--- src/rtl/tdc_meas_sequencer_if.sv ---
// Bundle of requester, TDC and result signals around the measurement sequencer.
// The slave modport is the sequencer; the master modport is its environment.
interface tdc_meas_sequencer_if #(
  parameter int WIN_W = 16,
  parameter int CNT_W = 32,
  parameter int REP_W = 4
);
  logic [1:0]             req;
  logic [WIN_W-1:0]       win_len0;
  logic [WIN_W-1:0]       win_len1;
  logic [REP_W-1:0]       reps;
  logic [1:0]             gnt;
  logic                   tdc_start;
  logic                   tdc_stop;
  logic [CNT_W-1:0]       tdc_count;
  logic                   busy;
  logic                   done;
  logic                   done_id;
  logic [CNT_W+REP_W-1:0] res_sum;
  logic [CNT_W-1:0]       res_min;
  logic [CNT_W-1:0]       res_max;

  modport slave (
    input  req, win_len0, win_len1, reps, tdc_count,
    output gnt, tdc_start, tdc_stop, busy, done, done_id, res_sum, res_min, res_max
  );

  modport master (
    output req, win_len0, win_len1, reps, tdc_count,
    input  gnt, tdc_start, tdc_stop, busy, done, done_id, res_sum, res_min, res_max
  );
endinterface

--- src/rtl/tdc_meas_sequencer.sv ---
// Round-robin TDC measurement sequencer: opens a gate window per repetition,
// samples the TDC count and returns sum/min/max to the granted requester.
module tdc_meas_sequencer #(
  parameter int WIN_W  = 16,
  parameter int CNT_W  = 32,
  parameter int REP_W  = 4,
  parameter int SETTLE = 2
) (
  input logic                 clk,
  input logic                 rst_n,
  tdc_meas_sequencer_if.slave bus
);
  localparam int SUM_W = CNT_W + REP_W;

  typedef enum logic [2:0] {
    S_IDLE, S_ARB, S_START, S_GATE, S_STOP, S_SETTLE, S_SAMPLE, S_DONE
  } state_t;

  state_t           state_q, state_d;
  logic             winner_q, winner_d;
  logic             rr_q, rr_d;
  logic             done_id_q, done_id_d;
  logic [WIN_W-1:0] win_q, win_d;
  logic [WIN_W-1:0] cnt_q, cnt_d;
  logic [REP_W-1:0] reps_q, reps_d;
  logic [SUM_W-1:0] sum_q, sum_d, res_sum_q, res_sum_d;
  logic [CNT_W-1:0] min_q, min_d, max_q, max_d;
  logic [CNT_W-1:0] res_min_q, res_min_d, res_max_q, res_max_d;

  logic             pick;
  logic [WIN_W-1:0] pick_len;
  logic [SUM_W-1:0] new_sum;
  logic [CNT_W-1:0] new_min, new_max;
  logic             granted;

  always_ff @(posedge clk) begin
    if (rst_n) begin
      state_q   <= S_IDLE;
      winner_q  <= 1'b0;
      rr_q      <= 1'b0;
      done_id_q <= 1'b0;
      win_q     <= '0;
      cnt_q     <= '0;
      reps_q    <= '0;
      sum_q     <= '0;
      min_q     <= '0;
      max_q     <= '0;
      res_sum_q <= '0;
      res_min_q <= '0;
      res_max_q <= '0;
    end else begin
      state_q   <= state_d;
      winner_q  <= winner_d;
      rr_q      <= rr_d;
      done_id_q <= done_id_d;
      win_q     <= win_d;
      cnt_q     <= cnt_d;
      reps_q    <= reps_d;
      sum_q     <= sum_d;
      min_q     <= min_d;
      max_q     <= max_d;
      res_sum_q <= res_sum_d;
      res_min_q <= res_min_d;
      res_max_q <= res_max_d;
    end
  end

  always_comb begin
    state_d   = state_q;
    winner_d  = winner_q;
    rr_d      = rr_q;
    done_id_d = done_id_q;
    win_d     = win_q;
    cnt_d     = cnt_q;
    reps_d    = reps_q;
    sum_d     = sum_q;
    min_d     = min_q;
    max_d     = max_q;
    res_sum_d = res_sum_q;
    res_min_d = res_min_q;
    res_max_d = res_max_q;

    // rr_q names the requester that wins a tie; it always points away from the last winner
    pick     = (bus.req == 2'b11) ? rr_q : bus.req[1];
    pick_len = pick ? bus.win_len1 : bus.win_len0;
    new_sum  = sum_q + SUM_W'(bus.tdc_count);
    new_min  = (bus.tdc_count < min_q) ? bus.tdc_count : min_q;
    new_max  = (bus.tdc_count > max_q) ? bus.tdc_count : max_q;

    case (state_q)
      S_IDLE: begin
        if (|bus.req) state_d = S_ARB;
      end
      S_ARB: begin
        if (|bus.req) begin
          winner_d = pick;
          win_d    = (pick_len == '0) ? WIN_W'(1) : pick_len;
          reps_d   = (bus.reps == '0) ? REP_W'(1) : bus.reps;
          sum_d    = '0;
          min_d    = '1;
          max_d    = '0;
          state_d  = S_START;
        end else begin
          state_d = S_IDLE;
        end
      end
      S_START: begin
        cnt_d   = win_q - WIN_W'(1);
        state_d = S_GATE;
      end
      S_GATE: begin
        if (cnt_q == '0) begin
          cnt_d   = WIN_W'(1);
          state_d = S_STOP;
        end else begin
          cnt_d = cnt_q - WIN_W'(1);
        end
      end
      S_STOP: begin
        if (cnt_q == '0) begin
          cnt_d   = WIN_W'(SETTLE - 1);
          state_d = S_SETTLE;
        end else begin
          cnt_d = cnt_q - WIN_W'(1);
        end
      end
      S_SETTLE: begin
        if (cnt_q == '0) state_d = S_SAMPLE;
        else             cnt_d   = cnt_q - WIN_W'(1);
      end
      S_SAMPLE: begin
        sum_d  = new_sum;
        min_d  = new_min;
        max_d  = new_max;
        reps_d = reps_q - REP_W'(1);
        // Results are registered here so they are already valid in the done cycle
        if (reps_q == REP_W'(1)) begin
          res_sum_d = new_sum;
          res_min_d = new_min;
          res_max_d = new_max;
          done_id_d = winner_q;
          state_d   = S_DONE;
        end else begin
          state_d = S_START;
        end
      end
      S_DONE: begin
        rr_d    = ~winner_q;
        state_d = S_IDLE;
      end
      default: state_d = S_IDLE;
    endcase
  end

  assign granted       = (state_q != S_IDLE) && (state_q != S_ARB);
  assign bus.gnt       = granted ? (winner_q ? 2'b10 : 2'b01) : 2'b00;
  assign bus.busy      = (state_q != S_IDLE);
  assign bus.tdc_start = (state_q == S_START);
  assign bus.tdc_stop  = (state_q == S_STOP);
  assign bus.done      = (state_q == S_DONE);
  assign bus.done_id   = done_id_q;
  assign bus.res_sum   = res_sum_q;
  assign bus.res_min   = res_min_q;
  assign bus.res_max   = res_max_q;
endmodule

--- src/flat_wrapper.sv ---
// flat-port wrapper written by rule: the top's interface ports become plain ports
module tdc_meas_sequencer_flat 
#(
  parameter int WIN_W  = 16,
  parameter int CNT_W  = 32,
  parameter int REP_W  = 4,
  parameter int SETTLE = 2
)
  (clk, rst_n, bus_req, bus_win_len0, bus_win_len1, bus_reps, bus_tdc_count, bus_gnt, bus_tdc_start, bus_tdc_stop, bus_busy, bus_done, bus_done_id, bus_res_sum, bus_res_min, bus_res_max);
  tdc_meas_sequencer_if #(.WIN_W(WIN_W), .CNT_W(CNT_W), .REP_W(REP_W)) bus_i ();
  input logic clk;
  input logic rst_n;
  input wire logic [$bits(bus_i.req)-1:0] bus_req;
  input wire logic [$bits(bus_i.win_len0)-1:0] bus_win_len0;
  input wire logic [$bits(bus_i.win_len1)-1:0] bus_win_len1;
  input wire logic [$bits(bus_i.reps)-1:0] bus_reps;
  input wire logic [$bits(bus_i.tdc_count)-1:0] bus_tdc_count;
  output wire logic [$bits(bus_i.gnt)-1:0] bus_gnt;
  output wire logic [$bits(bus_i.tdc_start)-1:0] bus_tdc_start;
  output wire logic [$bits(bus_i.tdc_stop)-1:0] bus_tdc_stop;
  output wire logic [$bits(bus_i.busy)-1:0] bus_busy;
  output wire logic [$bits(bus_i.done)-1:0] bus_done;
  output wire logic [$bits(bus_i.done_id)-1:0] bus_done_id;
  output wire logic [$bits(bus_i.res_sum)-1:0] bus_res_sum;
  output wire logic [$bits(bus_i.res_min)-1:0] bus_res_min;
  output wire logic [$bits(bus_i.res_max)-1:0] bus_res_max;
  assign bus_i.req = bus_req;
  assign bus_i.win_len0 = bus_win_len0;
  assign bus_i.win_len1 = bus_win_len1;
  assign bus_i.reps = bus_reps;
  assign bus_i.tdc_count = bus_tdc_count;
  assign bus_gnt = bus_i.gnt;
  assign bus_tdc_start = bus_i.tdc_start;
  assign bus_tdc_stop = bus_i.tdc_stop;
  assign bus_busy = bus_i.busy;
  assign bus_done = bus_i.done;
  assign bus_done_id = bus_i.done_id;
  assign bus_res_sum = bus_i.res_sum;
  assign bus_res_min = bus_i.res_min;
  assign bus_res_max = bus_i.res_max;
  tdc_meas_sequencer #(.WIN_W(WIN_W), .CNT_W(CNT_W), .REP_W(REP_W), .SETTLE(SETTLE)) u_core (.clk(clk), .rst_n(rst_n), .bus(bus_i));
endmodule
--- config.mk ---
export PLATFORM = sky130hd
export DESIGN_NAME = tdc_meas_sequencer_flat
export DESIGN_NICKNAME = d
export VERILOG_FILES = /design/src/rtl/tdc_meas_sequencer_if.sv /design/src/rtl/tdc_meas_sequencer.sv /design/src/flat_wrapper.sv
export SDC_FILE = /design/constraint.sdc
export NUM_CORES = 1
export LEC_CHECK = 0
export CAP_MARGIN = 20
export CELL_PAD_IN_SITES_DETAIL_PLACEMENT = 1
export CELL_PAD_IN_SITES_GLOBAL_PLACEMENT = 1
export CORE_ASPECT_RATIO = 0.6
export CORE_MARGIN = 3
export CORE_UTILIZATION = 30
export CTS_CLUSTER_DIAMETER = 150
export DETAILED_ROUTE_END_ITERATION = 7
export PLACE_DENSITY = 0.58
export SKIP_LAST_GASP = 1
export SYNTH_ARGS = -nofsm -noshare
export SYNTH_HDL_FRONTEND = slang
export SYNTH_SLANG_ARGS = --single-unit
--- constraint.sdc ---
create_clock -name clk -period 6.22 [get_ports clk]
set_input_delay 0.622 -clock clk [delete_from_list [all_inputs] [get_ports clk]]
set_output_delay 0.622 -clock clk [all_outputs]
set_load 0.02 [all_outputs]
After elaboration in Yosys (flattened, before gate mapping)
Cells that the tools add are included.
- input bits: 72
- logic and storage cells: 77
- output and inout port bits: 107
- flip-flop bits (word level): 242
- $lt $le $gt $ge: 2
- mux-type cells: 26
- bitwise gates (word level): 1
- add/sub/neg operators: 4
- reductions and logical operators: 15
- eq/ne operators: 16
- operators by type and width (operator ; number):
    $mux 32 ; 4
    $pmux 32 s2 ; 2
    $pmux 36 s2 ; 1
    $mux 16 ; 4
    $pmux 16 s3 ; 1
    $add 36x32->36 ; 1
    $mux 36 ; 1
    $gt 32x32->1 ; 1
    $logic_not 16->1 ; 2
    $lt 32x32->1 ; 1
    $sub 16x1->16 const B ; 2
    $pmux 3 s8 ; 1
    $mux 3 ; 5
    $eq 3x3->1 const B ; 4
    $ne 2x1->1 const B ; 5
    $mux 4 ; 2
    $pmux 4 s2 ; 1
    $reduce_and 2->1 ; 4
    $eq 3x2->1 const B ; 2
    $mux 2 ; 3
    $reduce_bool 3->1 ; 2
    $eq 4x1->1 const B ; 1
    $logic_not 4->1 ; 1
    $reduce_and 4->1 ; 1
    other kinds (11) ; 12

Longest topological paths before layout
Gate-level depths: netlist of the first run.
- word-level depth: 5
- depth in mapped cells: 13
- depth with buffers taken out: 11

Worst setup path before layout of the first run
OpenSTA, ideal clock, no wires.
- kind: input-to-reg
- from: in bus_tdc_count[13]
- to: reg u_core.min_q[10]
- required time: 6.101 ns
- library setup time: 0.119 ns
- path buffers: 1
- path slack: 3.427 ns
- arrival: 2.674 ns
- cell stages on the path: 10
- path through: ha_1 a21o_1 a211o_1 a211o_1 a41oi_1 o31ai_1 a21oi_2 nand2_1 clkbuf_1 o221a_2
- cells in the longest elaborated chain, start to end: 3
- RTL lines (item ; RTL line ; RTL):
    start: declaration ; flat_wrapper.sv:17 ; input wire logic [$bits(bus_i.tdc_count)-1:0] bus_tdc_count;
    $lt 32x32->1 ; tdc_meas_sequencer.sv:87 ; new_min = (bus.tdc_count < min_q) ? bus.tdc_count : min_q;
    $mux 32 ; tdc_meas_sequencer.sv:87 ;
    $pmux 32 s2 ; tdc_meas_sequencer.sv:90 ; case (state_q)
    end signal: assignment ; tdc_meas_sequencer.sv:60 ; min_q <= min_d;
    end: declaration ; tdc_meas_sequencer.sv:27 ; logic [CNT_W-1:0] min_q, min_d, max_q, max_d;
Every way passes these cells.
A chain may end at the register's enable or synchronous reset.

Worst setup path after layout of the first run
- from: in bus_tdc_count[13]
- to: reg u_core.min_q[29]
Same word-level chain as after synthesis.

==> run metrics, run 1 <==
syn_area_per_cell between 8 and 9 um2; mux contribution to synthesized area 3.33%; Seq/Total Area, Yosys 36.5%; RSZ-0062 raised after global routing false; via count 12.4k; EDFF count, synth 0; Ys Warns 0; P_leak 6.20 nW; DPL Wire Length 33300 um; cell with the most instances after synthesis dfxtp_1; pin count of the biggest net entering global routing around 130; Max Cap Viol 0; port buffer count 178; Setup WS post-layout 2030 ps; clock buffer depth 3; total CTS buffers 27; synth top area cells dfxtp_1, ha_1, nor2_1; average via count per standard cell 5.27; type of element capturing the critical path flop; number of global-route vias before repair roughly 12k; detailed-route wire length 46400 um; setup TNS 0 ps; Slew Viols, Final 0; register clock-pin slew on the reported worst setup and hold paths 60 ps; final setup violation count 0; Worst VDD drop 0.000162 V; simple-gate share of the synthesized area roughly 20%; WHS 463 ps; Clock Sinks approximately 240; post-route minimum period 4190 ps; Compound-Gate Fraction of Synth Area 21.7%; Syn-to-layout area delta 23.7%; flops & latches, synth 242; die area 46900 um2; CP startpoint kind primary input; GP Congestion 0.813; Initial Util between 30 and 40%; Hold WC Path Type reg2reg; syn nets 1796; grt ovf 0; largest area contributor in the netlist dfxtp_1; area share of fa/ha/maj cells after synthesis 9.57%; Power Dens Cells about 330 nW/um2; worst-case clock skew 24.5 ps; initial antenna violation count 0; standard-cell rows 59; Mapped Area 13300 um2; Post-synth ARST share 0%; largest family of logic cells by synthesized area compound AO/OA/AOI/OAI gates; mean routed wirelength per cell 19.8 um; status finished, final reports clean; post_cts resized 0; DRC violations left 0; Root Driver clkbuf_16; chip width 278 um; initial DRC count 601; top_reg_cell synth dfxtp_1; Fmax achieved 239 MHz; Slew headroom 33.6%; # IOs ~180; top cells by count, synth dfxtp_1, nor2_1, a21oi_1; CTS H-tree depth 1; TritonCTS clock tree yes; Die Y 169 um; Final Hold Viols 0; Mapped Cells 1623; first-pass GRT wire length between 70000 and 80000 um; Core Box Area 43500 um2; Worst Path Required 6700 ps; Final Cycle Share 67.3%; Slew @ Worst Pin ~990 ps; first-pass detailed-route iteration total 5; crit-path max FO 19; total track usage 19.2%; synth unique cells 74; Hold-fix buffers, CTS 0; Placement Setup Slack 1530 ps; Routed Antenna Nets 0; xor-xnor portion of the synthesized cell area ~3%; WS Path Type in2reg; post-CTS setup buffers 0; post-synth top area share 36.5%; share of layout cells above drive strength 1 6.28%; WP data arrival 4670 ps; # diodes 0; Final nets 1921; clk_lat worst skew 560 ps
logic make-up after synthesis:
family	Yosys count
AOI/OAI and AO/OA	434
adders and majority gates	101
muxes	44
buffers and inverters	184
xor gates and xnor gates	45
DFF	242
and+or+nand+nor	573
critical path: stages:
cell,delay [ps]
clkdlybuf4s50_1,660
ha_1,310
a21o_1,180
a211o_1,350
a211o_1,280
a41oi_1,290
o31ai_1,170
a21oi_4,590
o21a_1,580
buf_4,380
o221a_2,230
power by group:
part | internal [mW] | switching [mW]
sequential | 1.72 | 0.191
combinational | 0.729 | 1.08
clock | 0.931 | 0.708
total | 3.38 | 1.98
registers in the layout (all words and copies together) (netlist names):
signal	count
u_core.reps_q	4
u_core.min_q	32
u_core.bus.res_max	32
u_core.winner_q	1
u_core.max_q	32
u_core.state_q	3
u_core.bus.done_id	1
u_core.cnt_q	16
u_core.rr_q	1
u_core.sum_q	36
u_core.win_q	16
u_core.bus.res_sum	36
u_core.bus.res_min	32
cell type report:
cell class | count | area (um2)
inverters | 81 | 304
fillers | 5109 | 27100
well taps | 579 | 724
flip-flops and latches | 242 | 4840
clock buffers | 36 | 749
clock inverters | 13 | 125
multi-input cells | 1197 | 7710
repair buffers | 199 | 1970
cell usage in the layout, fill, tap and decap left out, drive strengths merged, types with 34 or more instances in the layout:
master	Yosys	routed
or3	36	36
nor2	224	224
ha	100	100
clkdlybuf4s50	0	177
mux2i	43	43
inv	81	83
o21ai	85	85
dfxtp	242	242
nor4	49	49
nand2	146	146
a21oi	154	154
a21o	34	34
clkbuf	71	36
path summary, 6_finish.rpt:
kind | to | slack, ps | startpoint | cells past startpoint
min | u_core.bus.res_sum[7] | 460 | u_core.bus.res_sum[7] | 2
max | u_core.min_q[29] | 2030 | bus_tdc_count[13] | 11
min reg2reg | u_core.bus.res_sum[7] | 460 | u_core.bus.res_sum[7] | 2
max reg2reg | u_core.min_q[29] | 2370 | u_core.min_q[13] | 11
layer usage:
layer / vias to the layer above / global-route usage [%] / share of wire, % / wire [um]
met4: 0 / 3.38 / 1.7 / 772
li1: 6061 / - / - / -
met3: 51 / 2.50 / 3.1 / 1450
met2: 168 / 29.8 / 43 / 19900
met5: - / 0 / 0 / 0
met1: 6092 / 28.8 / 52 / 24300
per-stage QoR:
step                total power [mW]  cell area, um2  cells  utilization, %
floorplan                       3.20           13300   1623               -
CTS                             5.41           16400   2346            37.8
detailed placement              3.74           15500   2297            35.8
global route                    5.73           16400   2347            37.8
global placement                3.69           15500   2295            35.7
finish                          5.36           16400   2347            37.8
No activity file was read; power rests on OpenSTA's default activity.
==> run 2, diff against run 1 <==
==> constraint.sdc (replaced) <==
create_clock -name clk -period 4.3 [get_ports clk]
set_input_delay 0.43 -clock clk [delete_from_list [all_inputs] [get_ports clk]]
set_output_delay 0.43 -clock clk [all_outputs]
set_load 0.02 [all_outputs]
==> run 2 against run 1 <==
- clock skew is 13 ps lower
- die area unchanged
- core utilization up 0.52 points
- clock power grew 45%
- combinational power grew 46%
- largest power group unchanged
==> run metrics, run 2 (synthesis results as in run 1) <==
status finished, final reports clean; total power 7.79 mW; clock buffer depth 3; Final nets 1949; WS Path Type in2reg; # diodes 0; Hold-fix buffers, CTS 0; setup TNS 0 ps; share of layout cells above drive strength 1 7.47%; final core utilization approximately two fifths; CP startpoint kind primary input; Worst Path Buf+Inv 2; DRC violations left 0; Max Cap Viol 0; Syn-to-layout area delta 25.4%; initial DRC count 784; Final Hold Viols 0; Design Area, Final around 17000 um2; WP data arrival 3780 ps; Final Cycle Share 78.5%; type of element capturing the critical path flop; total track usage 19.7%; Crit-path slowest cell clkdlybuf4s50_1; TritonCTS clock tree yes; post-CTS setup buffers 0; Die Y between 150 and 200 um; detailed-route wire length between 40000 and 50000 um; Slew headroom 43.3%; sequential standard cell area 4840 um2; pin count of the biggest net entering global routing 113; post_cts resized 0; worst-case clock skew 11.2 ps; area occupied by multi-input gates 7710 um2; Slew @ Worst Pin 843 ps; initial antenna violation count 0; Root Driver clkbuf_16; clk_lat worst skew 550 ps; GP Congestion 0.836; placed cell count around 2.3k; standard-cell rows 59; post-route minimum period 3380 ps; crit-path max FO 37; Clock Sinks 242; register clock-pin slew on the reported worst setup and hold paths 60 ps; cell mode on critical path a211o_1; Max stage delay on crit path 650 ps; commonest non-fill, non-tap cell in the layout dfxtp_1; RSZ-0062 raised after global routing false; Power Dens Cells 468 nW/um2; Critical Path, Cell by Cell clkdlybuf4s50_1, ha_1, a21o_1, a211o_1, a211o_1, a41oi_1, o31ai_1, a21oi_4, buf_12, mux2i_1, a21oi_1; Worst VDD drop 0.000251 V; mean routed wirelength per cell 19.9 um; fillers 5104; P_leak 6.33 nW; Slew Viols, Final 0; total CTS buffers 27; chip width 278 um; first-pass detailed-route iteration total 7; # IOs between 150 and 200; Routed Antenna Nets 0; grt ovf 0; Hold WC Path Type reg2reg; Post-Layout Cell Count 2372; Worst Path Required 4700 ps; commonest cells after routing, fill and taps aside dfxtp_1, nor2_1, clkdlybuf4s50_1; average via count per standard cell 5.27; cell family with most CP delay compound AO/OA/AOI/OAI gates; via count 12.5k; final setup violation count 0; first-pass GRT wire length 74200 um; DPL Wire Length 35300 um; port buffer count 178; number of global-route vias before repair 12.6k; Initial Util 30.5%; Fmax achieved 296 MHz; Core Box Area about 43000 um2; CTS H-tree depth 1; die area 46900 um2; Placed Area 15800 um2
run 2: changes by cell type in the layout (fill, tap and decap cells not counted):
cell       previous run  this run
inv_6                 1         0
clkbuf_1              5         7
buf_4                19        46
buf_12                1         4
buf_16                1         0
clkbuf_8              4        10
buf_6                 1         0
bufinv_16             2         1
clkinv_2              9         1
inv_8                 1         0
run 2: final cells by class:
| type | count | area share [%] |
|---|---|---|
| inverter | 81 | 1.83 |
| timing repair buffer | 227 | 13.2 |
| clock buffer | 44 | 5.04 |
| clock inverter | 2 | 0.210 |
| sequential | 242 | 29.1 |
| tap | 579 | 4.35 |
| multi-input combinational | 1197 | 46.3 |
run 2: layer usage:
layer / share of wire, % / GRT usage [%] / vias to the layer above / wire, um
li1: - / - / 6103 / -
met1: 52 / 29.5 / 6144 / 24700
met2: 43 / 30.4 / 206 / 20200
met3: 3.5 / 2.63 / 46 / 1680
met4: 1.6 / 3.36 / 0 / 771
met5: 0 / 0 / - / 0
run 2: tightest hold or removal path, delay by kind of cell, from the launching register on:
kind	cells	cell delay, ps
AOI/OAI and AO/OA	1	50
DFF	1	310
and+or+nand+nor	1	50
run 2: power by group:
| part | internal (mW) | leakage, nW | switching (mW) |
|---|---|---|---|
| clock network | 1.38 | 0.431 | 0.990 |
| registers | 2.49 | 1.96 | 0.280 |
| logic | 1.08 | 3.94 | 1.57 |
run 2: path summary, 6_finish.rpt:
check / depth (start not counted) / slack [ps] / to / start
min reg2reg: 2 / 460 / u_core.bus.res_sum[7] / u_core.bus.res_sum[7]
min: 2 / 460 / u_core.bus.res_sum[7] / u_core.bus.res_sum[7]
max: 11 / 920 / u_core.bus.res_min[22] / bus_tdc_count[13]
max reg2reg: 11 / 1090 / u_core.bus.res_min[22] / u_core.min_q[13]
run 2: stage by stage:
step	setup slack, ps	hold WS [ps]
5_1_grt	747	478
3_5_place_dp	417	449
3_3_place_gp	419	447
6_report	923	456
4_1_cts	985	459
2_1_floorplan	1700	444
